[src/rtl/rr_mux_arbiter.sv]
// Four-source round-robin arbiter feeding a registered 4:1 mux with a
// valid/ready output stage; grants are one-hot strobes that consume source data.
module rr_mux_arbiter (
  input  logic       clk,
  input  logic       rst,
  input  logic [3:0] req,
  input  logic [1:0] in0,
  input  logic [1:0] in1,
  input  logic [1:0] in2,
  input  logic [1:0] in3,
  output logic [3:0] grant,
  output logic [1:0] select,
  output logic [1:0] out,
  output logic       out_valid,
  input  logic       out_ready
);

  localparam int NUM_SRC = 4;

  typedef enum logic {IDLE = 1'b0, HOLD = 1'b1} state_t;

  state_t                      state_q, state_d;
  logic [1:0]                  ptr_q, ptr_d;
  logic [1:0]                  out_q, out_d;
  logic [1:0]                  sel_q, sel_d;
  logic [NUM_SRC-1:0][1:0]     src_data;
  logic [NUM_SRC-1:0]          req_rot;
  logic [1:0]                  off;
  logic [1:0]                  win;
  logic                        accept;
  logic                        take;

  assign src_data = {in3, in2, in1, in0};

  // Rotate requests so bit 0 is the source currently at the head of priority.
  for (genvar k = 0; k < NUM_SRC; k++) begin : g_rot
    logic [1:0] idx;
    assign idx        = ptr_q + 2'(k);
    assign req_rot[k] = req[idx];
  end

  always_comb begin
    off = 2'd0;
    for (int k = NUM_SRC - 1; k >= 0; k--) begin
      if (req_rot[k]) off = 2'(k);
    end
  end

  assign win    = ptr_q + off;
  assign accept = (state_q == IDLE) || out_ready;
  assign take   = accept && (req != 4'b0000);

  always_ff @(posedge clk or posedge rst) begin
    if (rst) state_q <= IDLE;
    else     state_q <= state_d;
  end

  always_comb begin
    state_d = state_q;
    case (state_q)
      IDLE:    if (take) state_d = HOLD;
      HOLD:    if (out_ready && !take) state_d = IDLE;
      default: state_d = IDLE;
    endcase
  end

  // Grant is forced low during reset so a source never sees a consumption
  // strobe while the capture register is being cleared.
  always_comb begin
    grant     = 4'b0000;
    out_valid = (state_q == HOLD);
    if (!rst && take) grant[win] = 1'b1;
  end

  always_comb begin
    out_d = out_q;
    sel_d = sel_q;
    ptr_d = ptr_q;
    if (take) begin
      out_d = src_data[win];
      sel_d = win;
      ptr_d = win + 2'd1;
    end
  end

  always_ff @(posedge clk or posedge rst) begin
    if (rst) begin
      out_q <= 2'b00;
      sel_q <= 2'b00;
      ptr_q <= 2'b00;
    end else begin
      out_q <= out_d;
      sel_q <= sel_d;
      ptr_q <= ptr_d;
    end
  end

  assign out    = out_q;
  assign select = sel_q;

endmodule

[config.mk]
export PLATFORM = sky130hd
export DESIGN_NAME = rr_mux_arbiter
export DESIGN_NICKNAME = d
export VERILOG_FILES = /design/src/rtl/rr_mux_arbiter.sv
export SDC_FILE = /design/constraint.sdc
export NUM_CORES = 1
export LEC_CHECK = 0
export ABC_AREA = 1
export BUFFER_PORTS_ARGS = -buffer_cell sky130_fd_sc_hd__buf_4
export CAP_MARGIN = 20
export CORE_UTILIZATION = 48
export CTS_BUF_LIST = sky130_fd_sc_hd__clkbuf_16
export DETAILED_ROUTE_END_ITERATION = 8
export GPL_ROUTABILITY_DRIVEN = 0
export HOLD_SLACK_MARGIN = 0.12
export PLACE_DENSITY = 0.77
export SKIP_CTS_REPAIR_TIMING = 1
export SYNTH_ARGS = -nofsm -noshare
export SYNTH_HDL_FRONTEND = slang
export SYNTH_SLANG_ARGS = --single-unit
[constraint.sdc]
create_clock -name clk -period 2.4 [get_ports clk]
set_input_delay 0.12 -clock clk [delete_from_list [all_inputs] [get_ports clk]]
set_output_delay 0.12 -clock clk [all_outputs]
set_load 0.005 [all_outputs]
Word level (Yosys, flattened, before mapping)
Index checks and enable logic that the tools add are counted.

Bitwise logic cells: 1. Magnitude comparators: 6. Divide/modulo/power cells: 0. Shifts and indexed selects: 0. Equal/unequal tests: 0. Multiply operators: 0. Muxes and demuxes: 20. Reduce and logical (&&, ||, !) cells: 8. Add/subtract/negate cells: 5.

Operators by type and width (count): < comparator 2 x 3 -> 1 bit (second input constant) (5); two-way mux 2 bit (5); binary-select mux 1 bit (select 2 bit) (4); two-way mux 1 bit (7); adder 2 x 1 -> 2 bit (second input constant) (2); adder 2 bit (second input constant) (2); binary-select mux 2 bit (select 2 bit) (1); logical AND 1 bit (4); two-way mux 4 bit (1); nonzero test 4 bit (1); adder 2 bit (1); demux 1 bit (select 2 bit) (1); >= comparator 2 x 1 -> 1 bit (second input constant) (1); zero test 1 bit (2); case mux 1 bit (2 select lines) (1); logical OR 1 bit (1); inverter 1 bit (1).

Logic and storage cells: 44. Output and inout port bits: 9. Register bits after elaboration: 7. Bits in writable memories: 0. Bits in latches: 0. Bits in read-only memories: 0. Memories kept: 0.

Depth between registers and ports, before layout
Gate-level depths: netlist (run 1).

Depth in word-level cells: 13. Gate-level depth with buffers: 16. Depth with buffers taken out: 15.

Worst setup path before layout (run 1)
No wires, ideal clock.

Path kind: register to register. Start point: reg ptr_q[0]. End point: reg ptr_q[1]. Buffers on the path: 2. Stages on the path, launching flop included: 15. Setup time: 0.118 ns. Arrival time: 1.970 ns. Path slack: 0.312 ns. Cells stage by stage: dfrtp_1 buf_6 inv_8 nand2_1 nand2_2 nand2_1 a31oi_1 nor2_1 ha_1 clkbuf_1 inv_1 nor2_1 inv_1 nor2_2 nor2_2.

Cells in the longest elaborated chain, start to end: 9. Elaborated cells between the ends (all ways): 17. Classes of those cells: add/sub: 5; mux: 12.

RTL lines: start, declared (line 23) `logic [1:0] ptr_q, ptr_d;`; start signal, assigned (line 94) `ptr_q <= ptr_d;`; adder 2 bit (line 38) `assign idx = ptr_q + 2'(k);`; binary-select mux 1 bit (select 2 bit) (line 39) `assign req_rot[k] = req[idx];`; two-way mux 1 bit (implied by the code) (line 39); two-way mux 2 bit (4 in series) (line 45) `if (req_rot[k]) off = 2'(k);`; adder 2 bit * (line 49) `assign win = ptr_q + off;`; via win[0] (line 29) `logic [1:0] win;`; adder 2 x 1 -> 2 bit * (line 82) `ptr_d = win + 2'd1;`.

The timed path passes the listed nets; every way through them passes the cells marked *. The select of a mux whose other input is x is not followed. A chain may end at the register's enable or synchronous reset.

Final worst setup path (run 1)
Start point: reg ptr_q[0]. End point: out grant[3].

Cells in the longest elaborated chain, start to end: 13. Elaborated cells between the ends (all ways): 22. Classes of those cells: add/sub: 4; order compare: 2; mux: 15; reduce/logical: 1.

RTL lines: adder 2 bit (line 38); binary-select mux 1 bit (select 2 bit) (line 39); two-way mux 1 bit (implied by the code) (line 39); two-way mux 2 bit (4 in series) (line 45); adder 2 bit * (line 49); < comparator 2 x 3 -> 1 bit (implied by the code) / >= comparator 2 x 1 -> 1 bit (equally long branches) (line 72) `if (!rst && take) grant[win] = 1'b1;`; logical AND 1 bit (implied by the code) (line 72); two-way mux 1 bit (implied by the code) (line 72); demux 1 bit (select 2 bit) * (line 72); two-way mux 4 bit * (line 72); end, declared (line 11) `output logic [3:0] grant,`.

Mark *: on every way between the ends. The rest lies on a longest branch, timed or not. The select of a mux whose other input is x is not followed.

==> results of run 1 <==
-- where the power goes --
group | internal, mW | leakage (nW) | total (mW) | switching (mW)
Sequential | 0.180 | 0.0797 | 0.221 | 0.0416
Combinational | 0.639 | 0.452 | 1.45 | 0.816
Clock | 0.216 | 0.0423 | 0.276 | 0.0597
-- kinds of logic (layout without fill, tap and decap cells) --
kind of cell | count (synthesis) | count (layout)
AO/OA/AOI/OAI | 6 | 6
XOR/XNOR | 1 | 1
adder cells (fa/ha/maj) | 1 | 1
buffers and inverters | 16 | 47
flip-flops | 7 | 7
multiplexers | 4 | 4
AND/OR/NAND/NOR | 67 | 67
-- stage by stage --
stage	std cells	worst slack (ns)	setup TNS [ns]	power, mW	area [sq um]
2_1_floorplan	102	0.3124	0	1.161	703.2
3_3_place_gp	138	0.2504	0	1.400	888.4
3_5_place_dp	138	0.1916	0	1.426	888.4
4_1_cts	142	-0.05860	-0.1597	1.718	967.2
5_1_grt	148	-0.07137	-0.1969	2.116	1059
6_report	148	0.06161	0	1.952	1059
-- flip-flops by register name, summed over array words and instances (netlist names) --
register,cells
out,2
ptr_q,2
select,2
out_valid,1
-- worst max path at each step --
stage | start | to | slack [ns] | depth (start not counted)
CTS | ptr_q[1] | grant[1] | -0.06 | 14
finish | ptr_q[0] | grant[3] | 0.06 | 15
detailed placement | ptr_q[1] | grant[1] | 0.19 | 14
floorplan | ptr_q[0] | ptr_q[1] | 0.31 | 14
global placement | ptr_q[1] | grant[1] | 0.25 | 14
global route | ptr_q[0] | grant[2] | -0.07 | 15
-- area by class of cell --
class | count | area share, %
multi-input cells | 79 | 45.63
repair buffers | 30 | 22.69
flip-flops and latches | 7 | 16.67
clock buffers | 3 | 7.092
inverters | 13 | 5.792
well taps | 15 | 1.773
clock inverters | 1 | 0.3546
-- cell usage in the layout, fill, tap and decap left out, types with 2 or more instances in the layout --
master,count
nand2_1,35
buf_4,28
nand2_2,11
inv_1,10
nand3_1,6
dfrtp_1,6
mux2i_1,4
nor2_1,4
clkbuf_16,3
o21ai_2,2
inv_2,2
nand2_4,2
nor2_2,2
nor3_2,2
-- worst max-delay path: stages (launching register included) --
cell and delay [ns]:
dfrtp_1 0.38, buf_12 0.15, inv_8 0.07, nand2_1 0.06, nand2_2 0.07, nand2_1 0.07, a31oi_1 0.17, nor2_1 0.06
ha_2 0.21, xor2_4 0.17, inv_2 0.07, nand3_4 0.10, nand2_4 0.10, clkinv_4 0.08, nor3_4 0.11, buf_4 0.13
-- per-layer routing --
| metal | routed length, um | vias to the layer above |
|---|---|---|
| met4 | 14 | 0 |
| met2 | 911 | 8 |
| met1 | 744 | 352 |
| li1 | - | 383 |
| met5 | 0 | - |
| met3 | 24 | 2 |
==> results.sh, run 1 <==
export IMPL_status="completed"
export IMPL_synthesis_nets=118
export IMPL_overflow=0
export IMPL_fin_nets=150
export IMPL_timing_rr_start="ptr_q[0]"
export IMPL_hold_depth=2
export IMPL_multiInputGateArea_sq_um=483.0
export IMPL_via_per_inst=5.034
export IMPL_cts_tree="built"
export IMPL_synth_top_family_by_area="simple AND/OR/NAND/NOR gates"
export IMPL_ys_ff_latch=7
export IMPL_hold_class="primary input to flop"
export IMPL_drv_cap=0
export IMPL_fp_row_count=13
export IMPL_start_util_pct=52.72
export IMPL_drc=0
export IMPL_busiest_layer="met2"
export IMPL_yosys_warnings=0
export IMPL_ys_top_cells_by_count="37 x nand2_1, 10 x inv_1, 9 x nand2_2"
export IMPL_end_kind="output pin"
export IMPL_final_util_pct=79.36
export IMPL_drt_pass1_iter_count=4
export IMPL_p_per_area_mw_per_mm2=1844
export IMPL_grt_max_degree=11
export IMPL_ant_nets=0
export IMPL_min_delay_start="out_ready"
export IMPL_met1_usage_pct=25.26
export IMPL_tightest_slew_ns=0.4261
export IMPL_wl_per_cell_um=11.45
export IMPL_root_buffer="clkbuf_16"
export IMPL_insertion_delay_ns=0.23
export IMPL_core_area_sq_mm=0.001334
export IMPL_grt_use_met2_pct=36.29
export IMPL_htreeDepth=1
export IMPL_fillers=98
export IMPL_synth_xor_area_share_pct=1.246
export IMPL_fin_crit_sh_pct=97.43
export IMPL_globalRouteMet3Util_pct=5.000
export IMPL_drtIter0Drc=17
export IMPL_die_width_um=40.28
export IMPL_numClockSinks=7
export IMPL_cts_buffers=3
export IMPL_whs_endpoint="out_valid"
export IMPL_dieArea_sq_mm=0.001622
export IMPL_seqCellArea_sq_um=176.4
export IMPL_antenna_found_initial=0
export IMPL_worstPathRequired_ns=2.28
export IMPL_io_buffers=23
export IMPL_startpoint_type="flop"
export IMPL_ir_drop_v=0.001039
export IMPL_synth_area_leaders="dfrtp_1 25%, nand2_1 20%, nand2_2 8.0%"
export IMPL_critPathMaxFanout=10
export IMPL_cp_arrival_ns=2.22
export IMPL_reg2reg_setup_slack_ns=0.23
export IMPL_yosysTopAreaCell="dfrtp_1"
export IMPL_fin_skew_ns=0.002652
export IMPL_num_vias=745
export IMPL_synth_fa_ha_area_share_pct=1.779
export IMPL_avgSynthCellArea_sq_um=6.894
export IMPL_leakagePower_nw=0.5743
export IMPL_totalWireLength_um=1695
export IMPL_yosys_area_share_simple_pct=48.40
export IMPL_path_class="flop to output pin"
export IMPL_maxSlewHeadroom_pct=71.59
export IMPL_timing_fmax_mhz=427.6
export IMPL_async_reset_ff_share_pct=100.0
export IMPL_hold_slack_ns=0.1076
export IMPL_grt_usage_pct=21.37
export IMPL_netlist_area_sq_um=703.2
export IMPL_ctsLongestPathBuffers=2
export IMPL_synth_mux_area_share_pct=5.694
export IMPL_synth_edf_count=0
export IMPL_yosysSeqAreaShare_pct=24.91
export IMPL_chipHeight_um=40.28
export IMPL_ys_types=26
export IMPL_grt_pass1_wl_um=2208
export IMPL_finalSetupViolCount=0
export IMPL_ioPinCount=24
export IMPL_grt_setup_unrepaired="yes"
export IMPL_cts_clk_slew_worst_paths_ns=0.04
export IMPL_syn_inst=102
export IMPL_netlist_area_leader_share_pct=24.91
export IMPL_r2r_worst_path_cells=13
export IMPL_r2r_end="ptr_q[1]"
export IMPL_n_antenna_cell=0
export IMPL_finalHoldViolCount=0
export IMPL_synth_compound_area_share_pct=5.516
export IMPL_synth_ff_type="dfrtp_1"
export IMPL_drive_gt1_share_pct=46.62
export IMPL_period_needed_ns=2.338
export IMPL_maxSlewViolCount=0
export IMPL_grt_pass1_vias=574
export IMPL_hpwl_um=1216
export IMPL_synth_most_common_cell="nand2_1"
export IMPL_synthToLayoutAreaGrowth_pct=50.53
No activity file was read; power rests on OpenSTA's default activity.
==> inputs of run 2 (changes only) <==
- CTS_CLUSTER_DIAMETER: default -> 100
- SETUP_SLACK_MARGIN: default -> 0.3
==> run 2 against run 1 <==
  * Wire length grew 9.0%
  * Core utilization increased by 0.56 points
  * Critical path depth unchanged
  * Final cell count grew 0.68%
==> results.sh, run 2 (synthesized netlist as in run 1, its figures left out) <==
export IMPL_cpPeakStageDelay_ns=0.38
export IMPL_wl_met3_um=31
export IMPL_start_util_pct=52.72
export IMPL_top_layer_used="met4"
export IMPL_crit_cells=15
export IMPL_ctsLongestPathBuffers=2
export IMPL_synthToLayoutAreaGrowth_pct=51.60
export IMPL_path_buf_inv=5
export IMPL_root_buffer="clkbuf_16"
export IMPL_p_per_area_mw_per_mm2=1878
export IMPL_drv_cap=0
export IMPL_ant_nets=0
export IMPL_wl_per_cell_um=12.40
export IMPL_r2r_worst_path_cells=13
export IMPL_grt_max_degree=11
export IMPL_period_needed_ns=2.385
export IMPL_place_area_sq_um=888.4
export IMPL_grt_pass1_wl_um=2208
export IMPL_ir_drop_v=0.001092
export IMPL_chipHeight_um=40.28
export IMPL_fin_nets=151
export IMPL_drt_pass1_iter_count=4
export IMPL_io_buffers=23
export IMPL_dr_wl_met2_um=997
export IMPL_path_delay_family="simple AND/OR/NAND/NOR gates"
export IMPL_overflow=0
export IMPL_path_cells="buf_12, inv_8, nand2_1, nand2_1, nand2_1, a31oi_1, nor2_1, ha_2, xor2_4, inv_2, nand3_4, nand2_4, clkinv_4, nor3_4, buf_4"
export IMPL_cp_arrival_ns=2.26
export IMPL_n_antenna_cell=0
export IMPL_drive_gt1_share_pct=47.01
export IMPL_slowest_stage="dfrtp_1"
export IMPL_drc=0
export IMPL_maxSlewHeadroom_pct=71.62
export IMPL_final_area_sq_mm=0.001066
export IMPL_die_width_um=40.28
export IMPL_wl_met1_um=796
export IMPL_grt_usage_pct=21.37
export IMPL_status="completed"
export IMPL_maxSlewViolCount=0
export IMPL_hpwl_um=1216
export IMPL_seqCellArea_sq_um=176.4
export IMPL_htreeDepth=1
export IMPL_finalSetupViolCount=0
export IMPL_cts_clk_slew_worst_paths_ns=0.04
export IMPL_fp_row_count=13
export IMPL_leakagePower_nw=0.5787
export IMPL_cts_buffers=3
export IMPL_fin_skew_ns=0.002187
export IMPL_numClockSinks=7
export IMPL_totalWireLength_um=1848
export IMPL_dp_cells=138
export IMPL_core_area_sq_mm=0.001334
export IMPL_hold_depth=2
export IMPL_fin_cells=149
export IMPL_fillers=97
export IMPL_cts_tree="built"
export IMPL_antenna_found_initial=0
export IMPL_multiInputGateArea_sq_um=483.0
export IMPL_end_kind="output pin"
export IMPL_layout_common_cells="35 x nand2_1, 29 x buf_4, 11 x nand2_2"
export IMPL_timing_fmax_mhz=419.4
export IMPL_startpoint_type="flop"
export IMPL_worstPathRequired_ns=2.28
export IMPL_insertion_delay_ns=0.23
export IMPL_final_common_cell="nand2_1"
export IMPL_grt_pass1_vias=574
export IMPL_path_class="flop to output pin"
export IMPL_drtIter0Drc=22
export IMPL_hold_class="primary input to flop"
export IMPL_dieArea_sq_mm=0.001622
export IMPL_crit_top_cell="nand2_1"
export IMPL_finalHoldViolCount=0
export IMPL_tightest_slew_ns=0.4256
export IMPL_fin_crit_sh_pct=99.36
export IMPL_ioPinCount=24
export IMPL_via_per_inst=5.128
export IMPL_critPathMaxFanout=10
export IMPL_grt_setup_unrepaired="yes"
export IMPL_num_vias=764
==> run 2: path summary, 6_finish.rpt <==
| check | from | to | slack (ns) |
|---|---|---|---|
| worst max-delay path | ptr_q[0] | grant[3] | 0.02 |
| worst min-delay path | out_ready | out_valid | 0.11 |
| worst max register to register | ptr_q[0] | ptr_q[1] | 0.19 |
| max in group asynchronous | rst | ptr_q[1] | 1.76 |
| min in group asynchronous | rst | ptr_q[0] | 0.40 |
| worst min register to register | out[0] | out[0] | 0.49 |
==> run 2: report_power, final <==
group	total (mW)	internal, mW	switching [mW]
Clock	0.273	0.216	0.0571
Combinational	1.51	0.657	0.850
Sequential	0.222	0.180	0.0426
Total	2.00	1.05	0.950
==> run 2: layout make-up <==
type | instances | share of cell area (%)
clock buffer | 3 | 7.042
clock inverter | 1 | 0.3521
inverter | 13 | 5.751
multi-input combinational | 79 | 45.31
sequential | 7 | 16.55
tap | 15 | 1.761
timing repair buffer | 31 | 23.24
==> run 2: layer usage <==
layer,up-vias,GRT usage [%]
met5,-,0
met4,0,10.00
met3,2,5.000
met2,12,36.29
met1,364,25.26
li1,386,-
==> run 2: per-stage QoR <==
stage	total power, mW	setup TNS, ns	setup WS [ns]	util, %	hold slack, ns
6_report	2.002	0	0.01539	79.93	0.1099
5_1_grt	2.158	-0.3485	-0.1077	79.93	0.1380
4_1_cts	1.718	-0.1597	-0.05860	72.51	-0.1560
3_5_place_dp	1.426	0	0.1916	66.60	0.08046
3_3_place_gp	1.400	0	0.2504	66.60	0.08433
2_1_floorplan	1.161	0	0.3124	-	-0.06841
